[src/rtl/matrix_buffer_if.sv]
// Handshake/data bundle for matrix_buffer: push/pop side inputs and status outputs.
interface matrix_buffer_if #(
    parameter int unsigned DATA_W = 16,
    parameter int unsigned N      = 4
);
    localparam int unsigned CNT_W = $clog2(N * N + 1);

    logic              clr;
    logic              push;
    logic [DATA_W-1:0] data_in;
    logic              pop;
    logic              transpose;
    logic [DATA_W-1:0] data_out;
    logic              data_valid;
    logic              full;
    logic              empty;
    logic [CNT_W-1:0]  count;
    logic              err;

    modport slave (
        input  clr, push, data_in, pop, transpose,
        output data_out, data_valid, full, empty, count, err
    );

    modport master (
        output clr, push, data_in, pop, transpose,
        input  data_out, data_valid, full, empty, count, err
    );
endinterface

[src/rtl/matrix_buffer.sv]
// N x N matrix buffer: fill row-major, drain row- or column-major with 1-cycle read latency.
// Optional MATRIX_BUFFER_REPLAY_EN: end of drain returns to READY for unlimited re-reads.
module matrix_buffer #(
    parameter int unsigned DATA_W = 16,
    parameter int unsigned N      = 4
) (
    input logic           clk,
    input logic           rst,
    matrix_buffer_if.slave bus
);
    localparam int unsigned DEPTH = N * N;
    localparam int unsigned AW    = $clog2(DEPTH);
    localparam int unsigned RCW   = $clog2(N);
    localparam int unsigned CNT_W = $clog2(DEPTH + 1);

    typedef enum logic [1:0] {StFill, StReady, StDrain} state_e;

    state_e            state_q;
    logic [AW-1:0]     wr_ptr_q;
    logic [RCW-1:0]    row_q, col_q;
    logic              mode_q;
    logic [CNT_W-1:0]  count_q;
    logic              valid_q, full_q, empty_q, err_q;
    logic [DATA_W-1:0] dout_q;
    logic [DATA_W-1:0] mem_q [DEPTH];

    logic           do_push, do_pop, mode_eff, last_rd, illegal;
    logic [AW-1:0]  raddr;
    logic [RCW-1:0] row_d, col_d;

    always_comb begin
        do_push  = bus.push && (state_q == StFill) && !bus.clr;
        do_pop   = bus.pop && (state_q != StFill) && !bus.clr;
        illegal  = (bus.push && (state_q != StFill)) || (bus.pop && (state_q == StFill));
        // First pop of a pass reads the live transpose; later pops use the latched mode.
        mode_eff = (state_q == StReady) ? bus.transpose : mode_q;
        raddr    = mode_eff ? (AW'(col_q) * AW'(N) + AW'(row_q))
                            : (AW'(row_q) * AW'(N) + AW'(col_q));
        last_rd  = (row_q == RCW'(N - 1)) && (col_q == RCW'(N - 1));
        row_d    = row_q;
        col_d    = col_q + 1'b1;
        if (col_q == RCW'(N - 1)) begin
            col_d = '0;
            row_d = row_q + 1'b1;
        end
        if (last_rd) begin
            row_d = '0;
        end
    end

    // Storage array carries no reset so it maps onto block RAM.
    always_ff @(posedge clk) begin
        if (do_push && !rst) begin
            mem_q[wr_ptr_q] <= bus.data_in;
        end
    end

    always_ff @(posedge clk) begin
        if (rst) begin
            dout_q <= '0;
        end else if (do_pop) begin
            dout_q <= mem_q[raddr];
        end
    end

    always_ff @(posedge clk) begin
        if (rst || bus.clr) begin
            state_q  <= StFill;
            wr_ptr_q <= '0;
            row_q    <= '0;
            col_q    <= '0;
            mode_q   <= 1'b0;
            count_q  <= '0;
            valid_q  <= 1'b0;
            full_q   <= 1'b0;
            empty_q  <= 1'b1;
            err_q    <= 1'b0;
        end else begin
            valid_q <= do_pop;
            if (illegal) begin
                err_q <= 1'b1;
            end
            unique case (state_q)
                StFill: begin
                    if (do_push) begin
                        count_q <= count_q + 1'b1;
                        empty_q <= 1'b0;
                        if (wr_ptr_q == AW'(DEPTH - 1)) begin
                            wr_ptr_q <= '0;
                            state_q  <= StReady;
                            full_q   <= 1'b1;
                        end else begin
                            wr_ptr_q <= wr_ptr_q + 1'b1;
                        end
                    end
                end
                StReady: begin
                    if (do_pop) begin
                        mode_q  <= bus.transpose;
                        state_q <= StDrain;
                        full_q  <= 1'b0;
                        count_q <= count_q - 1'b1;
                        row_q   <= row_d;
                        col_q   <= col_d;
                    end
                end
                StDrain: begin
                    if (do_pop) begin
                        row_q <= row_d;
                        col_q <= col_d;
                        if (last_rd) begin
`ifdef MATRIX_BUFFER_REPLAY_EN
                            state_q <= StReady;
                            count_q <= CNT_W'(DEPTH);
                            full_q  <= 1'b1;
                            empty_q <= 1'b0;
`else
                            state_q <= StFill;
                            count_q <= '0;
                            empty_q <= 1'b1;
`endif
                        end else begin
                            count_q <= count_q - 1'b1;
                        end
                    end
                end
                default: state_q <= StFill;
            endcase
        end
    end

    assign bus.data_out   = dout_q;
    assign bus.data_valid = valid_q;
    assign bus.full       = full_q;
    assign bus.empty      = empty_q;
    assign bus.count      = count_q;
    assign bus.err        = err_q;
endmodule

[src/flat_wrapper.sv]
// flat-port wrapper written by rule: the top's interface ports become plain ports
module matrix_buffer_flat 
#(
    parameter int unsigned DATA_W = 16,
    parameter int unsigned N      = 4
)
  (clk, rst, bus_clr, bus_push, bus_data_in, bus_pop, bus_transpose, bus_data_out, bus_data_valid, bus_full, bus_empty, bus_count, bus_err);
  matrix_buffer_if #(.DATA_W(DATA_W), .N(N)) bus_i ();
  input logic clk;
  input logic rst;
  input wire logic [$bits(bus_i.clr)-1:0] bus_clr;
  input wire logic [$bits(bus_i.push)-1:0] bus_push;
  input wire logic [$bits(bus_i.data_in)-1:0] bus_data_in;
  input wire logic [$bits(bus_i.pop)-1:0] bus_pop;
  input wire logic [$bits(bus_i.transpose)-1:0] bus_transpose;
  output wire logic [$bits(bus_i.data_out)-1:0] bus_data_out;
  output wire logic [$bits(bus_i.data_valid)-1:0] bus_data_valid;
  output wire logic [$bits(bus_i.full)-1:0] bus_full;
  output wire logic [$bits(bus_i.empty)-1:0] bus_empty;
  output wire logic [$bits(bus_i.count)-1:0] bus_count;
  output wire logic [$bits(bus_i.err)-1:0] bus_err;
  assign bus_i.clr = bus_clr;
  assign bus_i.push = bus_push;
  assign bus_i.data_in = bus_data_in;
  assign bus_i.pop = bus_pop;
  assign bus_i.transpose = bus_transpose;
  assign bus_data_out = bus_i.data_out;
  assign bus_data_valid = bus_i.data_valid;
  assign bus_full = bus_i.full;
  assign bus_empty = bus_i.empty;
  assign bus_count = bus_i.count;
  assign bus_err = bus_i.err;
  matrix_buffer #(.DATA_W(DATA_W), .N(N)) u_core (.clk(clk), .rst(rst), .bus(bus_i));
endmodule
[config.mk]
export PLATFORM = sky130hd
export DESIGN_NAME = matrix_buffer_flat
export DESIGN_NICKNAME = d
export VERILOG_FILES = /design/src/rtl/matrix_buffer_if.sv /design/src/rtl/matrix_buffer.sv /design/src/flat_wrapper.sv
export SDC_FILE = /design/constraint.sdc
export NUM_CORES = 1
export LEC_CHECK = 0
export CAP_MARGIN = 25
export CORE_MARGIN = 10
export CORE_UTILIZATION = 60
export CTS_CLUSTER_SIZE = 40
export DETAILED_ROUTE_END_ITERATION = 10
export PLACE_DENSITY_LB_ADDON = 0.1
export SLEW_MARGIN = 10
export SYNTH_ARGS = -nofsm -noshare
export SYNTH_HDL_FRONTEND = slang
export SYNTH_SLANG_ARGS = --single-unit
[constraint.sdc]
create_clock -name clk -period 5.63 [get_ports clk]
set_input_delay 0.8445 -clock clk [delete_from_list [all_inputs] [get_ports clk]]
set_output_delay 0.8445 -clock clk [all_outputs]
set_load 0.02 [all_outputs]
==> results.tsv, run 1 <==
metric	value	unit
worst_setup_path_start_kind	register	
clock_tree.htree_level_count	1	
row_count	51	
timing_max_transition_violations_final	0	
final_design_area_no_fill	0.0137	mm²
setup.reg_to_reg.worst_slack	1.88	ns
holdBufCountCts	0	
crit_path_start	u_core.state_q[1]	
floorplan.io_pins	47	
floorplan.core_area	0.0195	mm²
post-route-util	0.702	
drt-initial-drc-count	906	
drc	0	
holdWs	0.482	ns
vdd_drop_max	279	µV
cts-root-buf	sky130_fd_sc_hd__clkbuf_16	
power_switching	0.829	mW
max_slew.worst_pin.slew	1.03	ns
ff2ff_path_depth	9	
min_period_over_period	0.665	
synth_area_per_cell	13.0	µm²
cp_data_required_time	6.08	ns
clock-skew-final	0.0204	ns
report.final.setup_viol	0	
synth_nets	949	
setup.worst_path.end_class	register	
gp_congestion	0.835	
route.final.wire_length	30.2	mm
vias_per_cell	6.51	
die-area	0.0259	mm²
layout_setup_ws	1.88	ns
overall_global_routing_usage	0.227	
clock_path_buffers	3	
pre_cts_ws	1.39	ns
antenna_found_initial	0	
drt-wirelength-per-cell	24.3	µm
power_frac_clock	0.439	
die-width	161	µm
synth-seq-cells	292	
vias_in_the_first_global_route	8017	
asyncSetResetFlopFracSynth	0	
multi_input_area	0.00328	mm²
power.switching_fraction	0.192	
detailedPlacementHpwl	17.6	mm
firstDrtPassIters	5	
reg2reg_from	u_core.state_q[1]	
yosys_warnings	0	
post-cts-setup-buffers	0	
worst_hold_path_type	register to register	
num_vias	8087	
filler_cell_count	1374	
cts_tree	built	
final_layout_size_suffix_gt1_frac	0.108	
grt_pass1_wl	46.2	mm
synthesis.instances	915	
proportion_of_synthesized_chip_area_in_sequential_cells	0.704	
cts.clk_slew.worst_paths	0.06	ns
worstPathCellList	inv_1 > ha_1 > mux2_2 > mux2i_4 > buf_4 > o22ai_1 > a32oi_1 > nand3_1 > a211oi_1	
place_area	0.0127	mm²
overall_overflow_remaining_after_global_route	0	
combinationalPowerShare	0.016	
power.density_cell_area	316	mW/mm²
port-buffer-count	46	
synth_edf_count	256	
flow.area_growth_from_synthesis	14.8	%
regArea	0.00841	mm²
num_antenna_cells	0	
rsz0062_at_grt	no	
hold_violations	0	
status	complete, no violations	
clkSinkCount	292	
holdPathStages	2	
max_slew_margin	0.296	
finalSetupTns	0	ns
yosys_most_used_dff	sky130_fd_sc_hd__edfxtp_1	
die_h	161	µm
synth_area	0.0119	mm²
setup_crit_end	u_core.bus.data_out[3]	
floorplan.initialDensity	0.611	
pwr-share-seq	0.545	
postCtsResizedCells	0	
internal_power	3.50	mW
max_clock_freq	0.267	GHz
timing.critical_path.arrival	4.19	ns
clk_latency	0.54	ns
crit_path_max_fanout	33	
postRouteAntennaNets	0	
worst-setup-path-type	register to register	
tritoncts.num_buffers	29	
fin_nets	989	
r2r_end	u_core.bus.data_out[3]	
min_period	3.75	ns
netlist-cell-type-count	56	
count_of_maximum_capacitance_violations	0	
min_from	u_core.bus.err	
cp_slowest_cell	sky130_fd_sc_hd__mux2i_4	
grt_start_max_net_pins	94	
critical-path-max-stage-delay	0.93	ns
p_leak	4.39	nW
==> cell families (layout without fill, tap and decap cells) <==
kind of cell / Yosys count / count (layout) / share of synthesized area
mux: 12 / 12 / 0.0119
fa+ha+maj: 12 / 12 / 0.0126
compound gates: 256 / 256 / 0.145
buf+inv: 77 / 139 / 0.0269
flops: 292 / 292 / 0.704
xor+xnor: 3 / 3 / 0.00220
simple gates: 263 / 263 / 0.0971
==> power by group through the flow <==
stage / Sequential, mW / Clock (mW) / Combinational (mW)
after floorplan: 2.41 / 0 / 0.0180
after global placement: 2.41 / 0 / 0.0662
after CTS: 2.36 / 1.92 / 0.0696
final: 2.36 / 1.90 / 0.0692
after global routing: 2.36 / 2.01 / 0.0760
after detailed placement: 2.41 / 0 / 0.0694
==> placed cells by master (no fill, tap or decap), types with 4 or more instances in the layout <==
cell	count
sky130_fd_sc_hd__mux2i_1	6
sky130_fd_sc_hd__clkdlybuf4s50_1	46
sky130_fd_sc_hd__nor4_1	12
sky130_fd_sc_hd__dfxtp_1	36
sky130_fd_sc_hd__clkinv_2	8
sky130_fd_sc_hd__a31oi_1	14
sky130_fd_sc_hd__nor2_1	70
sky130_fd_sc_hd__o22ai_1	17
sky130_fd_sc_hd__mux2i_4	4
sky130_fd_sc_hd__nor2b_1	4
sky130_fd_sc_hd__nand3_1	20
sky130_fd_sc_hd__a21oi_1	65
sky130_fd_sc_hd__clkbuf_16	29
sky130_fd_sc_hd__nor3_1	5
sky130_fd_sc_hd__a211o_1	13
sky130_fd_sc_hd__or2_2	15
sky130_fd_sc_hd__nand2_1	106
sky130_fd_sc_hd__clkbuf_1	5
sky130_fd_sc_hd__clkinv_1	4
sky130_fd_sc_hd__edfxtp_1	256
sky130_fd_sc_hd__inv_1	10
sky130_fd_sc_hd__o221ai_1	28
sky130_fd_sc_hd__ha_1	12
sky130_fd_sc_hd__o21ai_0	41
sky130_fd_sc_hd__buf_4	29
sky130_fd_sc_hd__a211oi_1	29
sky130_fd_sc_hd__nor2_2	6
sky130_fd_sc_hd__a32oi_1	12
sky130_fd_sc_hd__nor3_2	4
sky130_fd_sc_hd__a221oi_1	16
sky130_fd_sc_hd__nand4_1	4
sky130_fd_sc_hd__or3_1	5
==> worst min path at each step <==
| stage | end | slack (ns) |
|---|---|---|
| floorplan | u_core.wr_ptr_q[1] | 0.48 |
| global placement | u_core.bus.err | 0.45 |
| detailed placement | u_core.bus.err | 0.47 |
| CTS | u_core.bus.err | 0.48 |
| global route | u_core.bus.err | 0.50 |
| finish | u_core.bus.err | 0.48 |
==> cells in the mapped netlist, types with 14 or more instances <==
library cell                 n  area (µm²)
sky130_fd_sc_hd__a211oi_1   29         218
sky130_fd_sc_hd__a21oi_1    65         325
sky130_fd_sc_hd__a221oi_1   16         140
sky130_fd_sc_hd__a31oi_1    14        87.6
sky130_fd_sc_hd__buf_2      14        70.1
sky130_fd_sc_hd__clkbuf_1   49         184
sky130_fd_sc_hd__dfxtp_1    36         721
sky130_fd_sc_hd__edfxtp_1  256        7690
sky130_fd_sc_hd__nand2_1   106         398
sky130_fd_sc_hd__nand3_1    20         100
sky130_fd_sc_hd__nor2_1     76         285
sky130_fd_sc_hd__o21ai_0    41         205
sky130_fd_sc_hd__o221ai_1   28         245
sky130_fd_sc_hd__o22ai_1    17         106
sky130_fd_sc_hd__or2_2      15        93.8
==> registers in the layout, summed over array words and instances (netlist names) <==
register               count
u_core.col_q               2
u_core.bus.data_valid      1
u_core.bus.full            1
u_core.bus.empty           1
u_core.mode_q              1
u_core.bus.err             1
u_core.state_q             2
u_core.wr_ptr_q            4
u_core.bus.count           5
u_core.mem_q             256
u_core.bus.data_out       16
u_core.row_q               2
==> worst max-delay path, delay by kind of cell, from the launching register on <==
| kind | cells | cell delay [ns] |
|---|---|---|
| flip-flops | 1 | 0.38 |
| AO/OA/AOI/OAI | 3 | 0.60 |
| AND/OR/NAND/NOR | 1 | 0.09 |
| adder cells (fa/ha/maj) | 1 | 0.33 |
| buffers and inverters | 2 | 0.54 |
| multiplexers | 2 | 1.70 |
==> layer usage <==
metal  wire length [µm]  GRT usage  up-vias  part of all wire
met2              14400      0.373      414              0.48
met4                904     0.0773        0             0.030
met3               2930     0.0450       66             0.097
met1              11900      0.296     3990              0.40
met5                  0          0        -                 0
li1                   -          -     3617                 -
==> metrics by stage <==
step | cells | total power, mW
finish | 1242 | 4.33
global route | 1242 | 4.45
CTS | 1240 | 4.34
detailed placement | 1187 | 2.48
global placement | 1187 | 2.47
floorplan | 915 | 2.43
==> layout make-up <==
type | count | share of cell area
inverter | 10 | 0.00274
sequential | 292 | 0.614
multi-input combinational | 546 | 0.239
tap | 265 | 0.0242
clock buffer | 37 | 0.0573
timing repair buffer | 76 | 0.0515
clock inverter | 16 | 0.0112
No activity file was read; power rests on OpenSTA's default activity.
==> inputs of run 2 (changes only) <==
CORE_UTILIZATION = 55   (was 60)
clock period = 3.12 ns   (was 5.63 ns; I/O delays follow)
==> results.tsv, run 2 (synthesis results as in run 1) <==
metric	value	unit	change
clock-skew-final	0.0203	ns	was 0.0204 ns
clock_path_buffers	3		unchanged
gp_congestion	0.821		was 0.835
detailedPlacementHpwl	18.5	mm	was 17.6 mm
overall_overflow_remaining_after_global_route	0		unchanged
overall_global_routing_usage	0.221		was 0.227
min_period	2.91	ns	was 3.75 ns
fin_nets	1007		was 989
route.final.wire_length	32.4	mm	was 30.2 mm
drt-initial-drc-count	1160		was 906
num_antenna_cells	0		unchanged
antenna_found_initial	0		unchanged
place_area	0.0130	mm²	was 0.0127 mm²
drc	0		unchanged
num_vias	8250		was 8087
finalSetupTns	0	ns	unchanged
layout_setup_ws	0.212	ns	was 1.88 ns
hold_violations	0		unchanged
grt_pass1_wl	48.4	mm	was 46.2 mm
post-cts-setup-buffers	0		unchanged
timing_max_transition_violations_final	0		unchanged
mostFrequentLayoutCell	sky130_fd_sc_hd__edfxtp_1		unchanged
crit_path_start	u_core.state_q[1]		unchanged
reg2reg_from	u_core.state_q[1]		unchanged
setup.reg_to_reg.worst_slack	0.21	ns	was 1.88 ns
status	complete, no violations		unchanged
cts_tree	built		unchanged
report.final.setup_viol	0		unchanged
worst_hold_path_type	register to register		unchanged
max_slew.worst_pin.slew	0.739	ns	was 1.03 ns
crit_path_max_fanout	37		was 33
final_layout_size_suffix_gt1_frac	0.131		was 0.108
firstDrtPassIters	5		unchanged
tritoncts.num_buffers	29		unchanged
row_count	53		was 51
total_power	7.88	mW	was 4.33 mW
count_of_maximum_capacitance_violations	0		unchanged
drt-wirelength-per-cell	25.5	µm	was 24.3 µm
max_slew_margin	0.505		was 0.296
final_design_area_no_fill	0.0139	mm²	was 0.0137 mm²
layout_common_cells	sky130_fd_sc_hd__edfxtp_1 (256), sky130_fd_sc_hd__nand2_1 (106), sky130_fd_sc_hd__nor2_1 (66), sky130_fd_sc_hd__a21oi_1 (65), sky130_fd_sc_hd__clkdlybuf4s50_1 (46)		was sky130_fd_sc_hd__edfxtp_1 (256), sky130_fd_sc_hd__nand2_1 (106), sky130_fd_sc_hd__nor2_1 (70), sky130_fd_sc_hd__a21oi_1 (65), sky130_fd_sc_hd__clkdlybuf4s50_1 (46)
worst-setup-path-type	register to register		unchanged
flow.area_growth_from_synthesis	16.6	%	was 14.8%
power.density_cell_area	566	mW/mm²	was 316 mW/mm²
max_clock_freq	0.344	GHz	was 0.267 GHz
number_of_flip_flops_in_the_largest_register	256		unchanged
floorplan.initialDensity	0.563		was 0.611
port-buffer-count	46		unchanged
clkSinkCount	292		unchanged
min_from	u_core.bus.count[4]		was u_core.bus.err
clock_tree.htree_level_count	1		unchanged
postCtsResizedCells	0		unchanged
pre_cts_ws	0.198	ns	was 1.39 ns
regMostFlops	u_core.mem_q		unchanged
multi_input_area	0.00329	mm²	was 0.00328 mm²
die_h	167	µm	was 161 µm
timing.critical_path.arrival	3.38	ns	was 4.19 ns
vias_per_cell	6.49		was 6.51
floorplan.core_area	0.0212	mm²	was 0.0195 mm²
holdBufCountCts	0		unchanged
vias_in_the_first_global_route	8046		was 8017
post-route-util	0.656		was 0.702
cts.clk_slew.worst_paths	0.06	ns	about the same
die-area	0.0280	mm²	was 0.0259 mm²
regArea	0.00841	mm²	unchanged
clk_latency	0.56	ns	was 0.54 ns
floorplan.io_pins	47		unchanged
filler_cell_count	1523		was 1374
rsz0062_at_grt	no		unchanged
min_period_over_period	0.932		was 0.665
postRouteAntennaNets	0		unchanged
die-width	167	µm	was 161 µm
grt_start_max_net_pins	43		was 94
p_leak	4.51	nW	was 4.39 nW
worst_setup_path_start_kind	register		unchanged
cts-root-buf	sky130_fd_sc_hd__clkbuf_16		unchanged
setup.worst_path.end_class	register		unchanged
vdd_drop_max	519	µV	was 279 µV
cp_data_required_time	3.59	ns	was 6.08 ns
-- run 2: final timing paths --
kind / to / cells past startpoint
worst min register to register: u_core.bus.count[4] / 2
worst max register to register: u_core.bus.data_out[6] / 9
worst min-delay path: u_core.bus.count[4] / 2
worst max-delay path: u_core.bus.data_out[6] / 9
-- run 2: layout make-up --
| class | count | area share |
|---|---|---|
| clock inverter | 15 | 0.0113 |
| multi-input combinational | 546 | 0.236 |
| clock buffer | 39 | 0.0577 |
| timing repair buffer | 94 | 0.0634 |
| tap | 275 | 0.0247 |
| inverter | 10 | 0.00270 |
| sequential | 292 | 0.604 |
-- run 2: metrics by stage --
stage	hold WS, ns	instances
2_1_floorplan	0.482	915
6_report	0.488	1271
4_1_cts	0.486	1271
5_1_grt	0.518	1271
3_3_place_gp	0.458	1217
3_5_place_dp	0.478	1217
-- run 2: power by group --
| part | internal, mW | total [mW] | switching (mW) |
|---|---|---|---|
| Sequential | 4.25 | 4.26 | 0.00526 |
| Clock | 2.05 | 3.49 | 1.44 |
| Combinational | 0.0425 | 0.128 | 0.0860 |
| Total | 6.35 | 7.88 | 1.53 |
-- run 2: routing by layer --
| layer | vias to the layer above | track usage | part of all wire |
|---|---|---|---|
| li1 | 3656 | - | - |
| met1 | 4118 | 0.303 | 0.42 |
| met2 | 404 | 0.353 | 0.47 |
| met3 | 72 | 0.0356 | 0.086 |
| met4 | 0 | 0.0734 | 0.030 |
| met5 | - | 0 | 0 |
-- run 2: worst max-delay path, stage by stage, from the launching register on --
cell and delay, ns:
sky130_fd_sc_hd__dfxtp_1 0.34, sky130_fd_sc_hd__inv_1 0.09, sky130_fd_sc_hd__ha_1 0.39, sky130_fd_sc_hd__mux2i_4 0.45
sky130_fd_sc_hd__mux2_4 0.47, sky130_fd_sc_hd__buf_12 0.25, sky130_fd_sc_hd__a211oi_1 0.10, sky130_fd_sc_hd__nor4_1 0.35
sky130_fd_sc_hd__nand3_1 0.15, sky130_fd_sc_hd__a211oi_1 0.21
